--- src/rtl/alu.sv ---
// alu: 8-bit registered ALU with carry/overflow/zero/negative flags; ALU_SAT_EN enables signed saturation
//   a, b    in  8  operands (b[2:0] is the SLL shift amount)
//   clk     in  1  rising-edge clock
//   areset  in  1  asynchronous active-low reset
//   op      in  3  0 ADDU, 1 SUBU, 2 ADDS, 3 SUBS, 4 AND, 5 OR, 6 XOR, 7 SLL
//   result  out 8  registered result
//   cf      out 1  registered carry/borrow
//   ovf     out 1  registered signed overflow
//   z       out 1  registered zero
//   neg     out 1  registered negative
module alu (
    input  logic [7:0] a,
    input  logic [7:0] b,
    input  logic       clk,
    input  logic       areset,
    input  logic [2:0] op,
    output logic [7:0] result,
    output logic       cf,
    output logic       ovf,
    output logic       z,
    output logic       neg
);
`ifdef ALU_SAT_EN
    localparam bit SAT_EN = 1'b1;
`else
    localparam bit SAT_EN = 1'b0;
`endif
    logic [8:0] sum, dif;
    logic       add_ovf, sub_ovf;
    logic [7:0] sat, res_d, res_q;
    logic       cf_d, cf_q, ovf_d, ovf_q, z_q, neg_q;
    assign sum     = {1'b0, a} + {1'b0, b};
    // bit 8 of the 9-bit difference is the unsigned borrow
    assign dif     = {1'b0, a} - {1'b0, b};
    assign add_ovf = (a[7] == b[7]) && (sum[7] != a[7]);
    assign sub_ovf = (a[7] != b[7]) && (dif[7] != a[7]);
    // on any signed overflow the true result has the sign of a
    assign sat     = a[7] ? 8'h80 : 8'h7F;
    always_comb begin
        res_d = 8'h00;
        cf_d  = 1'b0;
        ovf_d = 1'b0;
        case (op)
            3'd0: begin res_d = sum[7:0]; cf_d = sum[8]; end
            3'd1: begin res_d = dif[7:0]; cf_d = dif[8]; end
            3'd2: begin res_d = (SAT_EN && add_ovf) ? sat : sum[7:0]; ovf_d = add_ovf; end
            3'd3: begin res_d = (SAT_EN && sub_ovf) ? sat : dif[7:0]; ovf_d = sub_ovf; end
            3'd4: res_d = a & b;
            3'd5: res_d = a | b;
            3'd6: res_d = a ^ b;
            3'd7: res_d = a << b[2:0];
        endcase
    end
    always_ff @(posedge clk or negedge areset) begin
        if (!areset) begin
            res_q <= 8'h00;
            cf_q  <= 1'b0;
            ovf_q <= 1'b0;
            z_q   <= 1'b0;
            neg_q <= 1'b0;
        end else begin
            res_q <= res_d;
            cf_q  <= cf_d;
            ovf_q <= ovf_d;
            z_q   <= (res_d == 8'h00);
            neg_q <= res_d[7];
        end
    end
    assign result = res_q;
    assign cf     = cf_q;
    assign ovf    = ovf_q;
    assign z      = z_q;
    assign neg    = neg_q;
endmodule

--- config.mk ---
export PLATFORM = sky130hd
export DESIGN_NAME = alu
export DESIGN_NICKNAME = d
export VERILOG_FILES = /design/src/rtl/alu.sv
export SDC_FILE = /design/constraint.sdc
export NUM_CORES = 1
export LEC_CHECK = 0
export BUFFER_PORTS_ARGS = -buffer_cell sky130_fd_sc_hd__buf_2
export CORE_MARGIN = 5
export CORE_UTILIZATION = 50
export DETAILED_ROUTE_END_ITERATION = 7
export GPL_TIMING_DRIVEN = 0
export PLACE_DENSITY = 0.73
export SYNTH_ARGS = -nofsm -noshare
export SYNTH_HDL_FRONTEND = slang
export SYNTH_SLANG_ARGS = --single-unit
--- constraint.sdc ---
create_clock -name clk -period 0.8 [get_ports clk]
set_clock_uncertainty 0.15 [all_clocks]
set_input_delay 0.08 -clock clk [delete_from_list [all_inputs] [get_ports clk]]
set_output_delay 0.08 -clock clk [all_outputs]
set_load 0.05 [all_outputs]
==> summary.md, run 1 <==
| Metric | Value |
|---|---|
| Post-route minimum period | `approximately 2300 ps` |
| Transition time at the pin with the least slew margin | `around 500 ps` |
| Seq/Total Area, Yosys | `0.155` |
| Number of register bits inferred by synthesis | `11` |
| Largest net degree at the start of global routing | `12` |
| Number of nets still failing antenna checks after routing | `0` |
| Number of placed I/O pins | `33` |
| Setup repair after global routing missed its margin | `true` |
| Library cells used by synthesis | `60` |
| Required arrival time at the worst endpoint | `~840 ps` |
| Vias post-DR | `~1900` |
| Core region area | `3390 um2` |
| Capture point of the worst path | `z$_DFF_PN0_` |
| Routability Congestion | `about 0.92` |
| Total inserted antenna cells | `0` |
| Data arrival time of the critical path | `between 2000 and 2500 ps` |
| Routed vias/inst | `~6.0` |
| Area enclosed by the die boundary | `4850 um2` |
| H-tree depth | `1` |
| Wire length reported by the detailed router | `between 5000 and 6000 um` |
| Number of nets produced by synthesis | `around 260` |
| Launch point of the critical path | `a[0]` |
| Reg clk slew, reported paths | `around 70 ps` |
| CTS tree | `yes` |
| Max VDD drop | `between 500 and 600 uV` |
| Final Power | `3.19 mW` |
| Count of maximum capacitance violations | `0` |
| Run status | `finished with violations` |
| Post-layout nets | `about 320` |
| Drt initial violations | `159` |
| Total GRT Usage | `0.229` |
| Leakage Power | `1.23 nW` |
| Peak Freq | `around 440 MHz` |
| Met2 track demand over resource | `0.388` |
| Max Root-Sink Buffers | `2` |
| Starting utilization of the core area | `0.524` |
| Antenna violations before repair | `0` |
| Met1 Resource Use GR | `0.309` |
| Max-slew violation count | `0` |
| Final worst setup slack | `-1470 ps` |
| Die height | `between 60 and 70 um` |
| Drt drc | `0` |
| Root Driver | `sky130_fd_sc_hd__clkbuf_4` |
| Post-Route Utilization | `0.805` |
| Category of the worst setup path capture point | `flop` |
| Average wire per cell in the routed design | `between 15 and 20 um` |
| Most frequent cells in the layout | `sky130_fd_sc_hd__buf_4, sky130_fd_sc_hd__nand2_1, sky130_fd_sc_hd__ha_1, sky130_fd_sc_hd__buf_6, sky130_fd_sc_hd__a21oi_1` |
| Worst-path fanout max | `3` |
| Inserted Clock Buffers | `3` |
| Sum of negative setup slack | `-13440 ps` |
| Number of global-route vias before repair | `~1800` |
| Number of warnings reported in the yosys synthesis log | `0` |
| Ys async rst share | `1.00` |
| Cell Rows | `21` |
| Met3 GRT Util | `0.0217` |
| HPWL after detailed placement | `~3800 um` |
| Pwr Density | `approximately 1200 nW/um2` |
| Final cycle utilization of the critical path | `2.84` |
| Final hold violation count | `0` |
| Worst setup path category | `input port to flop` |
| Sink Count | `11` |
| Remaining max-slew budget at the tightest pin | `0.662` |
| Most congested layer reported by global routing | `met2` |
| Die Wd | `69.6 um` |
| DRT Pass-1 Iters | `4` |
| Number of endpoints failing setup at the final stage | `23` |
| Port Buf Inserts | `32` |
| Worst slack at placement | `-1960 ps` |
| Primary flip-flop cell chosen by synthesis mapping | `sky130_fd_sc_hd__dfrtp_1` |
| Type of the most critical hold path | `input port to async pin` |
| Average size of a mapped cell | `approximately 8.5 um2` |
| Number of enable flip-flop cells after synthesis | `0` |
| Filler Cell Count | `about 200` |
| Tightest hold margin | `68.2 ps` |
| Share of post-route cells with drive strength above 1 | `0.509` |
| Wire length of the first global-routing pass | `roughly 9100 um` |
| Violations in the final reports | `setup timing` |
| Most common library cell in the layout ignoring fill and taps | `sky130_fd_sc_hd__buf_4` |
| GR Overflow Total | `0` |
| Synthesized instance count | `209` |
| Launching element type of the critical path | `input port` |
| Area grow syn2layout | `53.6%` |
| Cell Area, Synth | `~1800 um2` |
-- worst max-delay path: stages --
cell                      delay [ps]
sky130_fd_sc_hd__buf_12          100
sky130_fd_sc_hd__inv_12           30
sky130_fd_sc_hd__ha_4            150
sky130_fd_sc_hd__fa_2            520
sky130_fd_sc_hd__a21oi_2          50
sky130_fd_sc_hd__a31oi_1         170
sky130_fd_sc_hd__o21ai_1          90
sky130_fd_sc_hd__o22a_1          190
sky130_fd_sc_hd__or3_4           390
sky130_fd_sc_hd__or4_4           430
sky130_fd_sc_hd__nor3_2          110
-- metrics by stage --
step,std cells,area (um2)
floorplan,209,2000
global placement,287,2220
detailed placement,287,2220
CTS,312,2660
global route,319,2730
finish,319,2730
-- final cells by class --
| cell class | count | area [um2] | share of cell area |
|---|---|---|---|
| Buffer | 9 | 85.1 | 0.0312 |
| Sequential cell | 11 | 288 | 0.105 |
| Multi-Input combinational cell | 162 | 1590 | 0.581 |
| Tap cell | 46 | 57.6 | 0.0211 |
| Clock buffer | 4 | 26.3 | 0.00963 |
| Timing Repair Buffer | 64 | 573 | 0.210 |
| Inverter | 23 | 114 | 0.0417 |
-- state kept, by name (all words and copies together) (netlist names) --
signal,cells
z,1
cf,1
neg,1
result,7
ovf,1
-- report_power, final --
group	internal, mW	switching (mW)	leakage [nW]
combinational	0.974	1.17	1.09
sequential	0.641	0.0426	0.125
clock	0.192	0.172	0.0150
total	1.81	1.38	1.23
-- cell usage after synthesis, types with 2 or more instances --
cell type	instances	share of area
sky130_fd_sc_hd__o21ai_0	4	0.011
sky130_fd_sc_hd__ha_1	26	0.18
sky130_fd_sc_hd__clkbuf_1	5	0.011
sky130_fd_sc_hd__a2111oi_0	2	0.0099
sky130_fd_sc_hd__a21boi_0	2	0.0084
sky130_fd_sc_hd__buf_6	2	0.013
sky130_fd_sc_hd__o21ai_1	2	0.0056
sky130_fd_sc_hd__buf_2	3	0.0084
sky130_fd_sc_hd__o31ai_1	4	0.017
sky130_fd_sc_hd__a21oi_1	17	0.048
sky130_fd_sc_hd__mux2i_1	9	0.051
sky130_fd_sc_hd__o21bai_1	3	0.013
sky130_fd_sc_hd__a21o_1	4	0.017
sky130_fd_sc_hd__a221oi_1	3	0.015
sky130_fd_sc_hd__and3_1	2	0.0070
sky130_fd_sc_hd__nand2b_1	3	0.011
sky130_fd_sc_hd__a22oi_1	2	0.0084
sky130_fd_sc_hd__or2_1	2	0.0070
sky130_fd_sc_hd__xnor2_1	5	0.025
sky130_fd_sc_hd__a211oi_1	4	0.017
sky130_fd_sc_hd__nor3_1	2	0.0056
sky130_fd_sc_hd__fa_1	2	0.023
sky130_fd_sc_hd__a31oi_1	2	0.0070
sky130_fd_sc_hd__inv_1	19	0.040
sky130_fd_sc_hd__buf_4	3	0.013
sky130_fd_sc_hd__nor2_1	6	0.013
sky130_fd_sc_hd__or3b_1	3	0.015
sky130_fd_sc_hd__nor4_1	2	0.0070
sky130_fd_sc_hd__inv_2	4	0.0084
sky130_fd_sc_hd__nand2_1	19	0.040
sky130_fd_sc_hd__o221ai_1	2	0.0099
sky130_fd_sc_hd__o2bb2ai_1	3	0.015
sky130_fd_sc_hd__dfrtp_1	11	0.15
-- per-layer routing --
| layer | vias up | part of all wire |
|---|---|---|
| li1 | 886 | - |
| met2 | 94 | 0.48 |
| met1 | 909 | 0.42 |
| met5 | - | 0 |
| met3 | 12 | 0.078 |
| met4 | 0 | 0.023 |
-- kinds of logic after synthesis --
family | synth area share
compound gates | 0.268
simple gates | 0.163
buf+inv | 0.0930
fa+ha+maj | 0.206
mux | 0.0908
flops | 0.155
xor+xnor | 0.0246
-- worst min-delay path by stage --
stage          startpoint                   to  slack [ps]  cells past startpoint
6_report           areset  result[6]$_DFF_PN0_          70                      2
5_1_grt            areset          z$_DFF_PN0_         100                      2
4_1_cts            areset          z$_DFF_PN0_          50                      2
3_5_place_dp       areset          z$_DFF_PN0_        -200                      1
3_3_place_gp       areset          z$_DFF_PN0_        -200                      1
2_1_floorplan      areset         cf$_DFF_PN0_        -370                      0
-- repair_timing --
item / in CTS / in global routing
gates resized for setup: 79 / 8
buffers inserted: 26 / 13
hold endpoints to repair: 11 / 0
hold buffers: 1 / 0
pin swaps: 37 / 19
setup endpoints to repair: 23 / 23
(Power assumes the default switching activity.)
==> run 2: changes to the inputs <==
--- a/config.mk
+++ b/config.mk
@@ -11,6 +11,7 @@
 export DETAILED_ROUTE_END_ITERATION = 7
 export GPL_TIMING_DRIVEN = 0
 export PLACE_DENSITY = 0.73
+export RECOVER_POWER = 100
 export SYNTH_ARGS = -nofsm -noshare
 export SYNTH_HDL_FRONTEND = slang
 export SYNTH_SLANG_ARGS = --single-unit
==> run 2 against run 1 <==
- the flow still finishes with violations (setup timing)
- routed wire length hardly changed
- sequential power about the same
- global-route usage did not move
- utilization unchanged
- hold slack improved by 9.7 ps
- critical path type unchanged
==> summary.md, run 2 (same netlist as run 1, synthesis figures left out) <==
| Metric | Value |
|---|---|
| Count of maximum capacitance violations | `0 (unchanged)` |
| Leakage Power | `1.23 nW (about the same)` |
| Number of global-route vias before repair | `1803 (unchanged)` |
| Final cycle utilization of the critical path | `2.84 (unchanged)` |
| Layout Cells excl Fill | `319 (unchanged)` |
| Sink Count | `11 (unchanged)` |
| Series of cell instances along the critical path | `buf_12, inv_12, ha_4, fa_2, a21oi_2, a31oi_1, o21ai_1, o22a_1, or3_4, or4_4, nor3_2` |
| Final Power | `3.19 mW (about the same)` |
| CTS tree | `yes` |
| Root Driver | `sky130_fd_sc_hd__clkbuf_4` |
| H-tree depth | `1 (unchanged)` |
| Worst setup path category | `input port to flop` |
| Family of cells with the greatest summed delay on the critical path | `simple AND/OR/NAND/NOR gates` |
| Routability Congestion | `0.922 (unchanged)` |
| Post-layout nets | `323 (unchanged)` |
| Post-route minimum period | `2270 ps (unchanged)` |
| Critical path's largest stage delay | `520 ps (about the same)` |
| Launching element type of the critical path | `input port` |
| Setup repair after global routing missed its margin | `true` |
| Final hold violation count | `0 (unchanged)` |
| Inserted Clock Buffers | `3 (unchanged)` |
| Wire length reported by the detailed router | `5810 um (about the same)` |
| Drt initial violations | `159 (unchanged)` |
| Transition time at the pin with the least slew margin | `505 ps (unchanged)` |
| Starting utilization of the core area | `0.524 (unchanged)` |
| Number of nets still failing antenna checks after routing | `0 (unchanged)` |
| Violations in the final reports | `setup timing` |
| Max-slew violation count | `0 (unchanged)` |
| Total GRT Usage | `0.229 (unchanged)` |
| Average wire per cell in the routed design | `18.2 um (about the same)` |
| Area grow syn2layout | `53.6% (unchanged)` |
| Tightest hold margin | `78.0 ps (+9.73 ps)` |
| Number of placed I/O pins | `33 (unchanged)` |
| Number of endpoints failing setup at the final stage | `23 (unchanged)` |
| Antenna violations before repair | `0 (unchanged)` |
| Reg clk slew, reported paths | `70 ps (about the same)` |
| Cell total after placement | `287 (unchanged)` |
| Drt drc | `0 (unchanged)` |
| Die height | `69.6 um (unchanged)` |
| Part of the power in combinational logic | `0.671 (about the same)` |
| Most common library cell in the layout ignoring fill and taps | `sky130_fd_sc_hd__buf_4` |
| Die Wd | `69.6 um (unchanged)` |
| Peak Freq | `440 MHz (unchanged)` |
| Most frequent cells in the layout | `sky130_fd_sc_hd__buf_4, sky130_fd_sc_hd__nand2_1, sky130_fd_sc_hd__ha_1, sky130_fd_sc_hd__buf_6, sky130_fd_sc_hd__a21oi_1` |
| Clock share of power | `0.114 (about the same)` |
| Worst-path fanout max | `3 (unchanged)` |
| Max VDD drop | `534 uV (about the same)` |
| Largest net degree at the start of global routing | `12 (unchanged)` |
| Buffers and inverters on the worst path | `2 (unchanged)` |
| Required arrival time at the worst endpoint | `840 ps (about the same)` |
| Switch share | `0.434 (about the same)` |
| Category of the worst setup path capture point | `flop` |
| GR Overflow Total | `0 (unchanged)` |
| Type of the most critical hold path | `input port to async pin` |
| Switching power | `1.38 mW (about the same)` |
| Largest register FFs | `7 (unchanged)` |
| Share of post-route cells with drive strength above 1 | `0.509 (unchanged)` |
| Total inserted antenna cells | `0 (unchanged)` |
| Routed vias/inst | `5.96 (unchanged)` |
| Data arrival time of the critical path | `2310 ps (about the same)` |
| Max Root-Sink Buffers | `2 (unchanged)` |
| Pwr Density | `1170 nW/um2 (about the same)` |
| DRT Pass-1 Iters | `4 (unchanged)` |
| Wire length of the first global-routing pass | `9090 um (unchanged)` |
| Remaining max-slew budget at the tightest pin | `0.662 (unchanged)` |
| Core region area | `3390 um2 (unchanged)` |
| Cell Rows | `21 (unchanged)` |
| Area enclosed by the die boundary | `4850 um2 (unchanged)` |
| Internal power | `1.81 mW (about the same)` |
| HPWL after detailed placement | `3820 um (unchanged)` |
| Fraction of power consumed by sequential logic | `0.214 (about the same)` |
| Slowest cell on the critical path | `sky130_fd_sc_hd__fa_2` |
| Run status | `finished with violations` |
| Final worst setup slack | `-1470 ps (unchanged)` |
| Port Buf Inserts | `32 (unchanged)` |
| Vias post-DR | `1901 (unchanged)` |
run 2: cell type report:
| class | instances | area, um2 |
|---|---|---|
| multi-input combinational | 162 | 1590 |
| fill | 203 | 661 |
| timing repair buffer | 64 | 573 |
| sequential | 11 | 288 |
| inverter | 23 | 114 |
| buffer | 9 | 85.1 |
| tap | 46 | 57.6 |
| clock buffer | 4 | 26.3 |
run 2: metrics by stage:
stage	worst slack, ps	setup TNS [ps]	util	instance area (um2)
6_report	-1470	-13440	0.805	2730
5_1_grt	-1580	-14090	0.805	2730
4_1_cts	-1380	-12870	0.785	2660
3_5_place_dp	-1960	-14760	0.654	2220
3_3_place_gp	-1950	-14640	0.654	2220
2_1_floorplan	-1560	-10030	-	2000
run 2: per-layer routing:
metal	track usage	share of wire	vias up
met3	0.0217	0.078	12
met4	0.0617	0.023	0
met2	0.388	0.48	94
met1	0.309	0.42	909
li1	-	-	886
met5	0	0	-
run 2: worst max path at each step:
stage | start | to | slack, ps | cells after the start
after detailed placement | a[0] | z$_DFF_PN0_ | -1960 | 11
after floorplan | a[0] | z$_DFF_PN0_ | -1560 | 10
after CTS | a[0] | z$_DFF_PN0_ | -1380 | 11
final | a[0] | z$_DFF_PN0_ | -1470 | 11
after global placement | a[0] | z$_DFF_PN0_ | -1950 | 11
after global routing | a[0] | z$_DFF_PN0_ | -1580 | 11
run 2: power groups by stage:
stage	registers [mW]	clock network, mW	logic [mW]
floorplan	0.944	0	0.933
global placement	0.669	0	1.59
detailed placement	0.670	0	1.60
CTS	0.679	0.364	2.05
global route	0.689	0.403	2.27
finish	0.684	0.365	2.14
run 2: what timing repair did:
item,CTS,global route
endpoints found under the hold margin,11,0
endpoints found under the setup margin,23,23
setup buffers,26,13
pin swaps,37,19
resized for setup,79,8
hold buffers,1,0
==> run 3: changes to the inputs <==
==> constraint.sdc (replaced) <==
create_clock -name clk -period 0.8 [get_ports clk]
set_clock_uncertainty 0.15 [all_clocks]
set_input_delay 0.08 -clock clk [delete_from_list [all_inputs] [get_ports clk]]
set_output_delay 0.08 -clock clk [all_outputs]
set_load 0.005 [all_outputs]
==> run 3 against run 2 <==
- the flow still finishes with violations (setup timing)
- clock power fell by 2%
- utilization down 3.7 points
- critical path depth did not move
- critical path type unchanged
- global-route usage is 2.8 points lower
- routed wire length down 12%
==> summary.md, run 3 (same netlist as run 1, synthesis figures left out) <==
| Metric | Value |
|---|---|
| DRT Pass-1 Iters | `4 (unchanged)` |
| Post-layout nets | `312 (-3.4%)` |
| Reg clk slew, reported paths | `60 ps (about the same)` |
| Pwr Density | `1030 nW/um2 (-12%)` |
| Drt initial violations | `104 (-35%)` |
| Required arrival time at the worst endpoint | `840 ps (about the same)` |
| Average wire per cell in the routed design | `16.7 um (-8.4%)` |
| Most common library cell in the layout ignoring fill and taps | `sky130_fd_sc_hd__buf_4` |
| Instance area at placement | `2200 um2 (-0.90%)` |
| Starting utilization of the core area | `0.524 (unchanged)` |
| Max Root-Sink Buffers | `2 (unchanged)` |
| Run status | `finished with violations` |
| Largest net degree at the start of global routing | `12 (unchanged)` |
| Max VDD drop | `467 uV (-12%)` |
| Transition time at the pin with the least slew margin | `486 ps (-18.6 ps)` |
| Final hold violation count | `0 (unchanged)` |
| Post-route minimum period | `2190 ps (-83.1 ps)` |
| Most frequent cells in the layout | `sky130_fd_sc_hd__buf_4, sky130_fd_sc_hd__buf_2, sky130_fd_sc_hd__nand2_1` |
| Antenna violations before repair | `0 (unchanged)` |
| Number of endpoints failing setup at the final stage | `23 (unchanged)` |
| Leakage Power | `1.17 nW (-4.2%)` |
| Routed vias/inst | `5.76 (-3.3%)` |
| Type of the most critical hold path | `input port to async pin` |
| Cell total after placement | `287 (unchanged)` |
| Total inserted antenna cells | `0 (unchanged)` |
| Layout Cells excl Fill | `308 (-3.4%)` |
| Launch point of the critical path | `a[0]` |
| Final cycle utilization of the critical path | `2.74 (-0.104)` |
| Number of placed I/O pins | `33 (unchanged)` |
| H-tree depth | `1 (unchanged)` |
| Setup repair after global routing missed its margin | `true` |
| Final Power | `2.68 mW (-16%)` |
| Filler Cell Count | `226 (+11%)` |
| Routability Congestion | `0.859 (-6.8%)` |
| Port Buf Inserts | `32 (unchanged)` |
| Root Driver | `sky130_fd_sc_hd__clkbuf_4` |
| Area grow syn2layout | `46.6%` |
| Number of nets still failing antenna checks after routing | `0 (unchanged)` |
| Largest register FFs | `7 (unchanged)` |
| Wire length of the first global-routing pass | `8060 um (-11%)` |
| Vias post-DR | `1775 (-6.6%)` |
| Drt drc | `0 (unchanged)` |
| HPWL after detailed placement | `3700 um (-3.2%)` |
| Core region area | `3390 um2 (unchanged)` |
| Final worst setup slack | `-1390 ps (+83.1 ps)` |
| Worst-path fanout max | `3 (unchanged)` |
| Die Wd | `69.6 um (unchanged)` |
| Inserted Clock Buffers | `3 (unchanged)` |
| Category of the worst setup path capture point | `flop` |
| Count of maximum capacitance violations | `0 (unchanged)` |
| Sink Count | `11 (unchanged)` |
| Area enclosed by the die boundary | `4850 um2 (unchanged)` |
| Total GRT Usage | `0.201 (-0.0279)` |
| Die height | `69.6 um (unchanged)` |
| Final Instance Area | `2610 um2 (-4.5%)` |
| Worst slack at placement | `-1990 ps (-30.4 ps)` |
| Max-slew violation count | `0 (unchanged)` |
| Peak Freq | `456 MHz (+3.8%)` |
| GR Overflow Total | `0 (unchanged)` |
| CTS tree | `yes` |
| Remaining max-slew budget at the tightest pin | `0.676 (+0.0136)` |
| Share of post-route cells with drive strength above 1 | `0.462 (-0.0473)` |
| Capture point of the worst path | `z$_DFF_PN0_` |
| Wire length reported by the detailed router | `5140 um (-12%)` |
| Violations in the final reports | `setup timing` |
| Data arrival time of the critical path | `2230 ps (-80 ps)` |
| Sum of negative setup slack | `-11920 ps (+1520 ps)` |
| Launching element type of the critical path | `input port` |
| Cell Rows | `21 (unchanged)` |
| Number of global-route vias before repair | `1700 (-5.7%)` |
| Worst setup path category | `input port to flop` |
-- run 3: cell types whose count changed in the layout (fill, tap and decap cells not counted), moves of 3 or more --
| cell | previous run | this run |
|---|---|---|
| sky130_fd_sc_hd__buf_4 | 33 | 23 |
| sky130_fd_sc_hd__buf_6 | 18 | 8 |
| sky130_fd_sc_hd__inv_2 | 10 | 6 |
| sky130_fd_sc_hd__buf_2 | 10 | 21 |
| sky130_fd_sc_hd__dfrtp_1 | 1 | 11 |
| sky130_fd_sc_hd__dfrtp_2 | 10 | 0 |
| sky130_fd_sc_hd__buf_8 | 5 | 2 |
-- run 3: per-stage QoR --
| stage | utilization | hold WS [ps] |
|---|---|---|
| after global placement | 0.648 | -199 |
| after floorplan | - | -366 |
| after detailed placement | 0.648 | -204 |
| final | 0.769 | 72.2 |
| after CTS | 0.729 | 53.8 |
| after global routing | 0.769 | 126 |
-- run 3: layout make-up --
cell class / instances / area [um2] / share of cell area
timing repair buffer: 53 / 415 / 0.159
inverter: 23 / 119 / 0.0456
multi-input combinational: 162 / 1630 / 0.624
buffer: 9 / 85.1 / 0.0327
clock buffer: 4 / 26.3 / 0.0101
tap: 46 / 57.6 / 0.0221
sequential: 11 / 275 / 0.106
-- run 3: per-layer routing --
| metal | vias to the layer above | GRT usage | wire length (um) |
|---|---|---|---|
| li1 | 872 | - | - |
| met1 | 802 | 0.256 | 2130 |
| met2 | 92 | 0.355 | 2530 |
| met3 | 9 | 0.0217 | 400 |
| met4 | 0 | 0.0574 | 80 |
| met5 | - | 0 | 0 |
-- run 3: timing repair --
action / in CTS / in global routing
hold buffers: 1 / 0
buffers inserted: 13 / 7
resized for setup: 41 / 27
pin swaps: 11 / 19
setup endpoints to repair: 23 / 23
endpoints found under the hold margin: 11 / 0
-- run 3: power breakdown --
part / switching [mW] / total (mW) / leakage [nW] / internal (mW)
Sequential: 0.0180 / 0.646 / 0.136 / 0.628
Clock: 0.165 / 0.358 / 0.0150 / 0.193
Combinational: 0.855 / 1.68 / 1.02 / 0.826
-- run 3: worst min-delay path by stage --
| stage | start | end | slack, ps | cells after the start |
|---|---|---|---|---|
| final | areset | result[4]$_DFF_PN0_ | 70 | 2 |
| after global routing | areset | result[3]$_DFF_PN0_ | 130 | 2 |
| after CTS | areset | result[5]$_DFF_PN0_ | 50 | 2 |
| after detailed placement | areset | result[5]$_DFF_PN0_ | -200 | 1 |
| after global placement | areset | z$_DFF_PN0_ | -200 | 1 |
| after floorplan | areset | cf$_DFF_PN0_ | -370 | 0 |
-- run 3: worst max-delay path, cell delays in order --
cell and delay, ps:
sky130_fd_sc_hd__buf_12 100, sky130_fd_sc_hd__inv_12 30, sky130_fd_sc_hd__ha_4 150, sky130_fd_sc_hd__fa_2 530, sky130_fd_sc_hd__a21oi_2 50, sky130_fd_sc_hd__a31oi_1 150
sky130_fd_sc_hd__o21ai_1 80, sky130_fd_sc_hd__o22a_1 180, sky130_fd_sc_hd__or3_1 360, sky130_fd_sc_hd__or4_4 420, sky130_fd_sc_hd__nor3_2 100
